File: src/rtl/projeteis_pool_pkg.sv
// Shared constants and types for the projectile pool: coordinate width,
// screen size and the sweep FSM states.
package projeteis_pool_pkg;

    localparam int COORD_W  = 10;
    localparam int SCREEN_W = 640;
    localparam int SCREEN_H = 480;

    typedef enum logic [0:0] {
        OCIOSO   = 1'b0,
        ATUALIZA = 1'b1
    } estado_t;

endpackage

File: src/rtl/projeteis_pool_if.sv
// Bundle between the game logic (master) and the projectile pool (slave):
// fire handshake, enemy box, per-slot render bus and hit reporting.
interface projeteis_pool_if #(
    parameter int N_PROJ = 4,
    parameter int W      = 10
);
    logic                  pausa;
    logic                  tick_quadro;
    logic                  disparo_valido;
    logic                  disparo_pronto;
    logic [W-1:0]          x_disparo;
    logic [W-1:0]          y_disparo;
    logic [W-1:0]          x_inimigo;
    logic [W-1:0]          y_inimigo;
    logic [W-1:0]          largura_inimigo;
    logic [W-1:0]          altura_inimigo;
    logic [N_PROJ-1:0]     ativo_proj;
    logic [N_PROJ*W-1:0]   x_proj;
    logic [N_PROJ*W-1:0]   y_proj;
    logic                  acerto;
    logic [3:0]            indice_acerto;
    logic [7:0]            contagem_acertos;
    logic                  sobrecarga;

    modport master (
        output pausa, tick_quadro, disparo_valido, x_disparo, y_disparo,
               x_inimigo, y_inimigo, largura_inimigo, altura_inimigo,
        input  disparo_pronto, ativo_proj, x_proj, y_proj, acerto,
               indice_acerto, contagem_acertos, sobrecarga
    );

    modport slave (
        input  pausa, tick_quadro, disparo_valido, x_disparo, y_disparo,
               x_inimigo, y_inimigo, largura_inimigo, altura_inimigo,
        output disparo_pronto, ativo_proj, x_proj, y_proj, acerto,
               indice_acerto, contagem_acertos, sobrecarga
    );

endinterface

File: src/rtl/projeteis_pool_colisao_caixa.sv
// Combinational overlap test of a round object (centre + radius) against an
// axis-aligned box; sums are widened by two bits so nothing wraps.
module colisao_caixa
    import projeteis_pool_pkg::*;
#(
    parameter int W = COORD_W
) (
    input  logic [W-1:0] cx,
    input  logic [W-1:0] cy,
    input  logic [W-1:0] raio,
    input  logic [W-1:0] bx,
    input  logic [W-1:0] by,
    input  logic [W-1:0] bl,
    input  logic [W-1:0] ba,
    output logic         sobrepoe
);
    localparam int WE = W + 2;

    logic [WE-1:0] cx_e, cy_e, raio_e, bx_e, by_e, bl_e, ba_e;

    assign cx_e   = WE'(cx);
    assign cy_e   = WE'(cy);
    assign raio_e = WE'(raio);
    assign bx_e   = WE'(bx);
    assign by_e   = WE'(by);
    assign bl_e   = WE'(bl);
    assign ba_e   = WE'(ba);

    assign sobrepoe = (cx_e + raio_e >= bx_e)
                   && (cx_e <= bx_e + bl_e + raio_e)
                   && (cy_e + raio_e >= by_e)
                   && (cy_e <= by_e + ba_e + raio_e);

endmodule

File: src/rtl/projeteis_pool.sv
// Pool of N_PROJ upward-moving projectiles: accepts fire requests, sweeps one
// slot per cycle after each frame tick, and reports hits on the enemy box.
module projeteis_pool
    import projeteis_pool_pkg::*;
#(
    parameter int N_PROJ = 4,
    parameter int W      = COORD_W,
    parameter int VEL    = 4,
    parameter int RAIO   = 4
) (
    input  logic            CLOCK_50,
    input  logic            reset,
    projeteis_pool_if.slave bus
);
    localparam int             IW           = (N_PROJ > 1) ? $clog2(N_PROJ) : 1;
    localparam logic [W+1:0]   LIMIAR_SAIDA = (W+2)'(VEL + RAIO);
    localparam logic [IW-1:0]  ULTIMO       = IW'(N_PROJ - 1);

    estado_t           estado_q, estado_d;
    logic [IW-1:0]     idx_q, idx_d;
    logic              acerto_q, acerto_d;
    logic [3:0]        indice_q, indice_d;
    logic [7:0]        contagem_q, contagem_d;
    logic              sobrecarga_q, sobrecarga_d;

    logic [N_PROJ-1:0] ativo_vec;
    logic [N_PROJ-1:0] livre;
    logic [N_PROJ-1:0] carga_oh;
    logic [W-1:0]      x_arr [N_PROJ];
    logic [W-1:0]      y_arr [N_PROJ];

    logic              atualizando;
    logic              tick_valido;
    logic              pronto;
    logic              transfere;
    logic [W-1:0]      x_sel, y_sel, y_novo_sel;
    logic              ativo_sel, saiu_sel, colide_sel, acerto_agora;

    assign atualizando = (estado_q == ATUALIZA);
    assign tick_valido = bus.tick_quadro && !bus.pausa;
    assign livre       = ~ativo_vec;
    assign pronto      = (estado_q == OCIOSO) && !bus.pausa && (|livre);
    assign transfere   = bus.disparo_valido && pronto;

    // Isolate the lowest set bit of the free mask: that slot takes the next shot.
    assign carga_oh    = livre & (~livre + N_PROJ'(1));

    // A single collision unit is time-shared across slots during the sweep.
    assign x_sel      = x_arr[idx_q];
    assign y_sel      = y_arr[idx_q];
    assign ativo_sel  = ativo_vec[idx_q];
    assign saiu_sel   = ({2'b00, y_sel} < LIMIAR_SAIDA);
    assign y_novo_sel = y_sel - W'(VEL);

    colisao_caixa #(.W(W)) u_colisao (
        .cx       (x_sel),
        .cy       (y_novo_sel),
        .raio     (W'(RAIO)),
        .bx       (bus.x_inimigo),
        .by       (bus.y_inimigo),
        .bl       (bus.largura_inimigo),
        .ba       (bus.altura_inimigo),
        .sobrepoe (colide_sel)
    );

    assign acerto_agora = atualizando && ativo_sel && !saiu_sel && colide_sel;

    for (genvar gi = 0; gi < N_PROJ; gi++) begin : g_slot
        logic         ativo_q, ativo_d;
        logic [W-1:0] x_q, x_d, y_q, y_d;
        logic         processa;

        assign processa = atualizando && (idx_q == IW'(gi));

        always_comb begin
            ativo_d = ativo_q;
            x_d     = x_q;
            y_d     = y_q;
            if (transfere && carga_oh[gi]) begin
                ativo_d = 1'b1;
                x_d     = bus.x_disparo;
                y_d     = bus.y_disparo;
            end else if (processa && ativo_q) begin
                if (saiu_sel) begin
                    ativo_d = 1'b0;
                end else begin
                    y_d = y_novo_sel;
                    if (colide_sel) begin
                        ativo_d = 1'b0;
                    end
                end
            end
        end

        always_ff @(posedge CLOCK_50) begin
            if (reset) begin
                ativo_q <= 1'b0;
                x_q     <= '0;
                y_q     <= '0;
            end else begin
                ativo_q <= ativo_d;
                x_q     <= x_d;
                y_q     <= y_d;
            end
        end

        assign ativo_vec[gi]        = ativo_q;
        assign x_arr[gi]            = x_q;
        assign y_arr[gi]            = y_q;
        assign bus.x_proj[gi*W +: W] = x_q;
        assign bus.y_proj[gi*W +: W] = y_q;
    end

    always_comb begin
        estado_d     = estado_q;
        idx_d        = idx_q;
        acerto_d     = 1'b0;
        indice_d     = indice_q;
        contagem_d   = contagem_q;
        sobrecarga_d = sobrecarga_q;
        case (estado_q)
            OCIOSO: begin
                if (tick_valido) begin
                    estado_d = ATUALIZA;
                    idx_d    = '0;
                end
            end
            ATUALIZA: begin
                if (tick_valido) begin
                    sobrecarga_d = 1'b1;
                end
                if (acerto_agora) begin
                    acerto_d = 1'b1;
                    indice_d = 4'(idx_q);
                    if (contagem_q != 8'hFF) begin
                        contagem_d = contagem_q + 8'd1;
                    end
                end
                if (idx_q == ULTIMO) begin
                    estado_d = OCIOSO;
                end else begin
                    idx_d = idx_q + IW'(1);
                end
            end
            default: estado_d = OCIOSO;
        endcase
    end

    always_ff @(posedge CLOCK_50) begin
        if (reset) begin
            estado_q     <= OCIOSO;
            idx_q        <= '0;
            acerto_q     <= 1'b0;
            indice_q     <= '0;
            contagem_q   <= '0;
            sobrecarga_q <= 1'b0;
        end else begin
            estado_q     <= estado_d;
            idx_q        <= idx_d;
            acerto_q     <= acerto_d;
            indice_q     <= indice_d;
            contagem_q   <= contagem_d;
            sobrecarga_q <= sobrecarga_d;
        end
    end

    assign bus.disparo_pronto   = pronto;
    assign bus.ativo_proj       = ativo_vec;
    assign bus.acerto           = acerto_q;
    assign bus.indice_acerto    = indice_q;
    assign bus.contagem_acertos = contagem_q;
    assign bus.sobrecarga       = sobrecarga_q;

endmodule

File: src/flat_wrapper.sv
// flat-port wrapper written by rule: the top's interface ports become plain ports
module projeteis_pool_flat import projeteis_pool_pkg::*;
#(
    parameter int N_PROJ = 4,
    parameter int W      = COORD_W,
    parameter int VEL    = 4,
    parameter int RAIO   = 4
)
  (CLOCK_50, reset, bus_pausa, bus_tick_quadro, bus_disparo_valido, bus_x_disparo, bus_y_disparo, bus_x_inimigo, bus_y_inimigo, bus_largura_inimigo, bus_altura_inimigo, bus_disparo_pronto, bus_ativo_proj, bus_x_proj, bus_y_proj, bus_acerto, bus_indice_acerto, bus_contagem_acertos, bus_sobrecarga);
  projeteis_pool_if #(.N_PROJ(N_PROJ), .W(W)) bus_i ();
  input  logic CLOCK_50;
  input  logic reset;
  input wire logic [$bits(bus_i.pausa)-1:0] bus_pausa;
  input wire logic [$bits(bus_i.tick_quadro)-1:0] bus_tick_quadro;
  input wire logic [$bits(bus_i.disparo_valido)-1:0] bus_disparo_valido;
  input wire logic [$bits(bus_i.x_disparo)-1:0] bus_x_disparo;
  input wire logic [$bits(bus_i.y_disparo)-1:0] bus_y_disparo;
  input wire logic [$bits(bus_i.x_inimigo)-1:0] bus_x_inimigo;
  input wire logic [$bits(bus_i.y_inimigo)-1:0] bus_y_inimigo;
  input wire logic [$bits(bus_i.largura_inimigo)-1:0] bus_largura_inimigo;
  input wire logic [$bits(bus_i.altura_inimigo)-1:0] bus_altura_inimigo;
  output wire logic [$bits(bus_i.disparo_pronto)-1:0] bus_disparo_pronto;
  output wire logic [$bits(bus_i.ativo_proj)-1:0] bus_ativo_proj;
  output wire logic [$bits(bus_i.x_proj)-1:0] bus_x_proj;
  output wire logic [$bits(bus_i.y_proj)-1:0] bus_y_proj;
  output wire logic [$bits(bus_i.acerto)-1:0] bus_acerto;
  output wire logic [$bits(bus_i.indice_acerto)-1:0] bus_indice_acerto;
  output wire logic [$bits(bus_i.contagem_acertos)-1:0] bus_contagem_acertos;
  output wire logic [$bits(bus_i.sobrecarga)-1:0] bus_sobrecarga;
  assign bus_i.pausa = bus_pausa;
  assign bus_i.tick_quadro = bus_tick_quadro;
  assign bus_i.disparo_valido = bus_disparo_valido;
  assign bus_i.x_disparo = bus_x_disparo;
  assign bus_i.y_disparo = bus_y_disparo;
  assign bus_i.x_inimigo = bus_x_inimigo;
  assign bus_i.y_inimigo = bus_y_inimigo;
  assign bus_i.largura_inimigo = bus_largura_inimigo;
  assign bus_i.altura_inimigo = bus_altura_inimigo;
  assign bus_disparo_pronto = bus_i.disparo_pronto;
  assign bus_ativo_proj = bus_i.ativo_proj;
  assign bus_x_proj = bus_i.x_proj;
  assign bus_y_proj = bus_i.y_proj;
  assign bus_acerto = bus_i.acerto;
  assign bus_indice_acerto = bus_i.indice_acerto;
  assign bus_contagem_acertos = bus_i.contagem_acertos;
  assign bus_sobrecarga = bus_i.sobrecarga;
  projeteis_pool #(.N_PROJ(N_PROJ), .W(W), .VEL(VEL), .RAIO(RAIO)) u_core (.CLOCK_50(CLOCK_50), .reset(reset), .bus(bus_i));
endmodule
File: config.mk
export PLATFORM = sky130hd
export DESIGN_NAME = projeteis_pool_flat
export DESIGN_NICKNAME = d
export VERILOG_FILES = /design/src/rtl/projeteis_pool_pkg.sv /design/src/rtl/projeteis_pool_if.sv /design/src/rtl/projeteis_pool_colisao_caixa.sv /design/src/rtl/projeteis_pool.sv /design/src/flat_wrapper.sv
export SDC_FILE = /design/constraint.sdc
export NUM_CORES = 1
export LEC_CHECK = 0
export ABC_CLOCK_PERIOD_IN_PS = 10050
export CAP_MARGIN = 20
export CORE_MARGIN = 2
export CORE_UTILIZATION = 40
export CTS_CLUSTER_DIAMETER = 60
export DETAILED_ROUTE_END_ITERATION = 10
export PLACE_DENSITY = 0.73
export SLEW_MARGIN = 15
export SYNTH_ARGS = -nofsm -noshare
export SYNTH_HDL_FRONTEND = slang
export SYNTH_HIERARCHICAL = 1
export SYNTH_SLANG_ARGS = --single-unit
File: constraint.sdc
create_clock -name CLOCK_50 -period 10.05 [get_ports CLOCK_50]
set_input_delay 1.5075 -clock CLOCK_50 [delete_from_list [all_inputs] [get_ports CLOCK_50]]
set_output_delay 1.5075 -clock CLOCK_50 [all_outputs]
set_load 0.03 [all_outputs]
==> results by group <==
Status
  – Status: finished clean

Clock tree
  – CTS sink count: 99
  – Max Buffers Root-to-Sink: 2
  – # resized after CTS: 0
  – Root buf cell: clkbuf_16
  – Post-CTS Hold Buffers: 0
  – CTS tree: yes
  – Clock Latency Late Sink: 0.35 ns
  – Total CTS buffers: 9
  – Setup bufs post-CTS: 0
  – Clock transition at path regs: 0.08 ns
  – H-tree levels: 3

Setup path
  – Critical path's top delay family: compound AO/OA/AOI/OAI gates
  – Critical Path Sink Type: register
  – Worst path bufs/invs: 4
  – Critical path, cell by cell: clkdlybuf4s50_1 -> inv_1 -> fa_1 -> inv_1 -> ha_1 -> inv_1 -> fa_1 -> nor2b_1 -> o31a_1 -> o21ai_1 -> nand2_1 -> a31oi_1 -> xor2_1 -> ha_1 -> a211o_1 -> a211oi_1 -> nor4_1 -> a211oi_1 -> o311a_1 -> nor3b_1 -> mux2_4
  – Worst setup path class: primary input to register
  – CP max stage delay: 0.51 ns
  – Crit path top cell by count: inv_1
  – Worst path required time: 10.29 ns
  – R2r setup slk: 3.91 ns
  – Slowest cell on crit path: fa_1
  – WP data arrival: 6.40 ns
  – Worst-path fanout max: 6
  – Setup crit start kind: primary input

Timing
  – Final worst slack: 3.89 ns
  – Worst rel slew slack: 30.2%
  – Final hold vios: 0
  – F_max: 0.162 GHz
  – Minimum clock period: 6.16 ns
  – TNS Setup: 0 ns
  – Slew @ Worst Pin: 1.05 ns
  – Final setup violating endpoints: 0
  – Period utilization: 61.3%
  – Setup repair after global routing missed its margin: no
  – Setup Skew: 0.0104 ns
  – Pins Over Slew Limit: 0

Pwr
  – Peak supply drop: 0.0696 mV
  – Power Density: 127 nW/µm²
  – Leakage: 0.00379 µW
  – Total design power: 1250 µW

Synthesis
  – Largest family of logic cells by synthesized area: adder cells
  – Yosys warns: 6
  – Asr flop ratio synth: 0%
  – Cells after Synth: 885
  – Syn Std Cell Area: 7650 µm²
  – Mux contribution to synthesized area: 7.23%
  – Compound-Gate Fraction of Synth Area: 19.2%
  – Adder-Cell Fraction of Synth Area: 20.0%
  – Netlist cell types: 64
  – Synthesized flop and latch total: 99
  – Sequential area share after synthesis: 25.9%
  – Mapped Avg Cell Area: 8.64 µm²
  – Simple-gate area share of the yosys netlist: 18.5%
  – Prevailing post-synth register cell: dfxtp_1
  – Synth Area in XOR/XNOR: 3.66%
  – EDFF count, synth: 0

Cells and area
  – P&R area growth vs syn: 28.9%
  – Share of layout cells above drive strength 1: 6.84%
  – Diode count: 0
  – Commonest non-fill, non-tap cell in the layout: clkdlybuf4s50_1
  – Final std cell area, no fill: 9860 µm²
  – Commonest cells after routing, fill and taps aside: 160 x clkdlybuf4s50_1, 119 x nand2_1, 101 x a21oi_1, 98 x dfxtp_1, 84 x ha_1
  – Total Nets Final: 1235

Floorplan
  – Die Area: 20200 µm²
  – Core Area: 18700 µm²
  – Width of the die: 142 µm
  – Rows: 50
  – Die Y-Extent: 142 µm
  – # IOs: 164
  – Initial Utilization: 40.9%

Worst hold path
  – Hold Path Class: register to register

Place
  – Placed cell area: 9570 µm²
  – GPL Wtd Cong: 0.936
  – Final HPWL from detailed placement: 17900 µm
  – PortBufs: 161
  – Pre-CTS setup slack: 3.63 ns

Drt
  – Post-route antenna net violation count: 0
  – WL final: 23400 µm
  – Via-per-instance ratio: 5.68
  – Via count: 7387
  – Wire per inst: 18.0 µm
  – DRC: 0
  – Initial DRC count: 639
  – Drt pass-1 iters: 6

Global routing
  – Initial antenna violation count: 0
  – GRT overflow: 0
  – First-pass GRT wire length: 36900 µm
  – Vias in the first global route: 7182
  – Pin count of the biggest net entering global routing: 88
  – Tot GR Track Use: 23.0%

Job
  – Max Cap Viol: 0
area by class of cell:
class,instances,area [µm²]
fill,1734,8850
multi-input combinational,731,5420
sequential,99,1980
timing repair buffer,169,1670
tap,234,293
clock buffer,9,225
inverter,52,195
clock inverter,7,63.8
report_power, final:
group          leakage [µW]  switching (µW)  total [µW]  internal, µW
logic               0.00285             286         506           221
clock network      0.000139             163         335           172
registers          0.000800            9.86         409           399
Yosys cell counts (3+ instances only):
master,n,area [µm²]
a21boi_1,4,30.0
xor2_1,15,131
or3_1,4,25.0
o21ai_0,15,75.1
nor4_1,8,50.1
o21ai_2,4,35.0
o22ai_1,4,25.0
a31oi_1,6,37.5
nand4_1,21,131
a22oi_1,27,203
a211oi_1,8,60.1
o211ai_1,4,30.0
clkbuf_1,32,120
buf_6,3,33.8
and3_1,9,56.3
nor3b_1,8,60.1
nor3_1,13,65.1
o21a_1,5,37.5
nor2b_1,16,100
fa_1,24,480
mux4_2,21,473
nand3b_1,4,30.0
a21o_1,8,60.1
buf_4,6,45.0
a21oi_2,3,26.3
o221ai_1,12,105
nand3_1,39,195
nand2_1,119,447
o21bai_1,3,22.5
xnor2_1,17,149
inv_1,52,195
mux2i_1,5,50.1
or2_2,4,25.0
a21oi_1,101,505
nor2_1,40,150
ha_1,84,1050
dfxtp_1,99,1980
o31ai_1,3,22.5
flip-flops by register name, indices dropped and copies added, names as in the netlist:
name	count
u_core/atualizando	1
u_core/bus.acerto	1
u_core/bus.contagem_acertos	8
u_core/bus.indice_acerto	2
u_core/bus.sobrecarga	1
u_core/g_slot.ativo_q	4
u_core/g_slot.x_q	40
u_core/g_slot.y_q	40
u_core/idx_q	2
stage by stage:
| step | hold WS (ns) | util, % | cells |
|---|---|---|---|
| final | 0.476 | 52.7 | 1301 |
| after global routing | 0.493 | 52.7 | 1301 |
| after CTS | 0.476 | 52.7 | 1301 |
| after detailed placement | 0.465 | 51.2 | 1285 |
| after global placement | 0.459 | 51.1 | 1284 |
| after floorplan | 0.530 | - | 927 |
logic make-up (layout without fill, tap and decap cells):
kind of cell | after synthesis | after routing
flops | 99 | 99
simple gates | 293 | 293
compound gates | 226 | 226
buf+inv | 97 | 237
fa+ha+maj | 108 | 108
xor+xnor | 32 | 32
other cells | 2 | 44
mux | 28 | 28
metal layers:
metal | share of wire, % | track usage (%) | vias up
li1 | - | - | 3521
met1 | 43 | 30.7 | 3469
met2 | 47 | 38.8 | 346
met3 | 8.2 | 3.36 | 51
met4 | 2.2 | 6.93 | 0
met5 | 0 | 0 | -
worst reg2reg max path, stage by stage (launching register included):
cell	delay [ns]
dfxtp_2	0.51
buf_4	0.39
mux4_2	0.62
or4_1	0.79
nor4_4	0.24
xnor2_1	0.26
inv_1	0.18
ha_1	0.41
nor3b_1	0.17
mux2i_1	0.13
o2111ai_1	0.13
ha_1	0.30
and3_1	0.15
nand3_1	0.08
a21oi_1	0.16
o22ai_1	0.11
a211oi_1	0.39
o311a_1	0.35
nor3b_1	0.34
mux2_4	0.33
final timing paths:
check,startpoint,endpoint,cells after the start
max,bus_x_inimigo[1],u_core/bus.contagem_acertos[4]$_SDFFE_PP0P_,21
min,u_core/g_slot[3].x_q[3]$_SDFFE_PP0P_,u_core/g_slot[3].x_q[3]$_SDFFE_PP0P_,2
max reg2reg,u_core/idx_q[1]$_SDFFE_PP0P_,u_core/bus.contagem_acertos[4]$_SDFFE_PP0P_,19
min reg2reg,u_core/g_slot[3].x_q[3]$_SDFFE_PP0P_,u_core/g_slot[3].x_q[3]$_SDFFE_PP0P_,2
(Power assumes the default switching activity.)
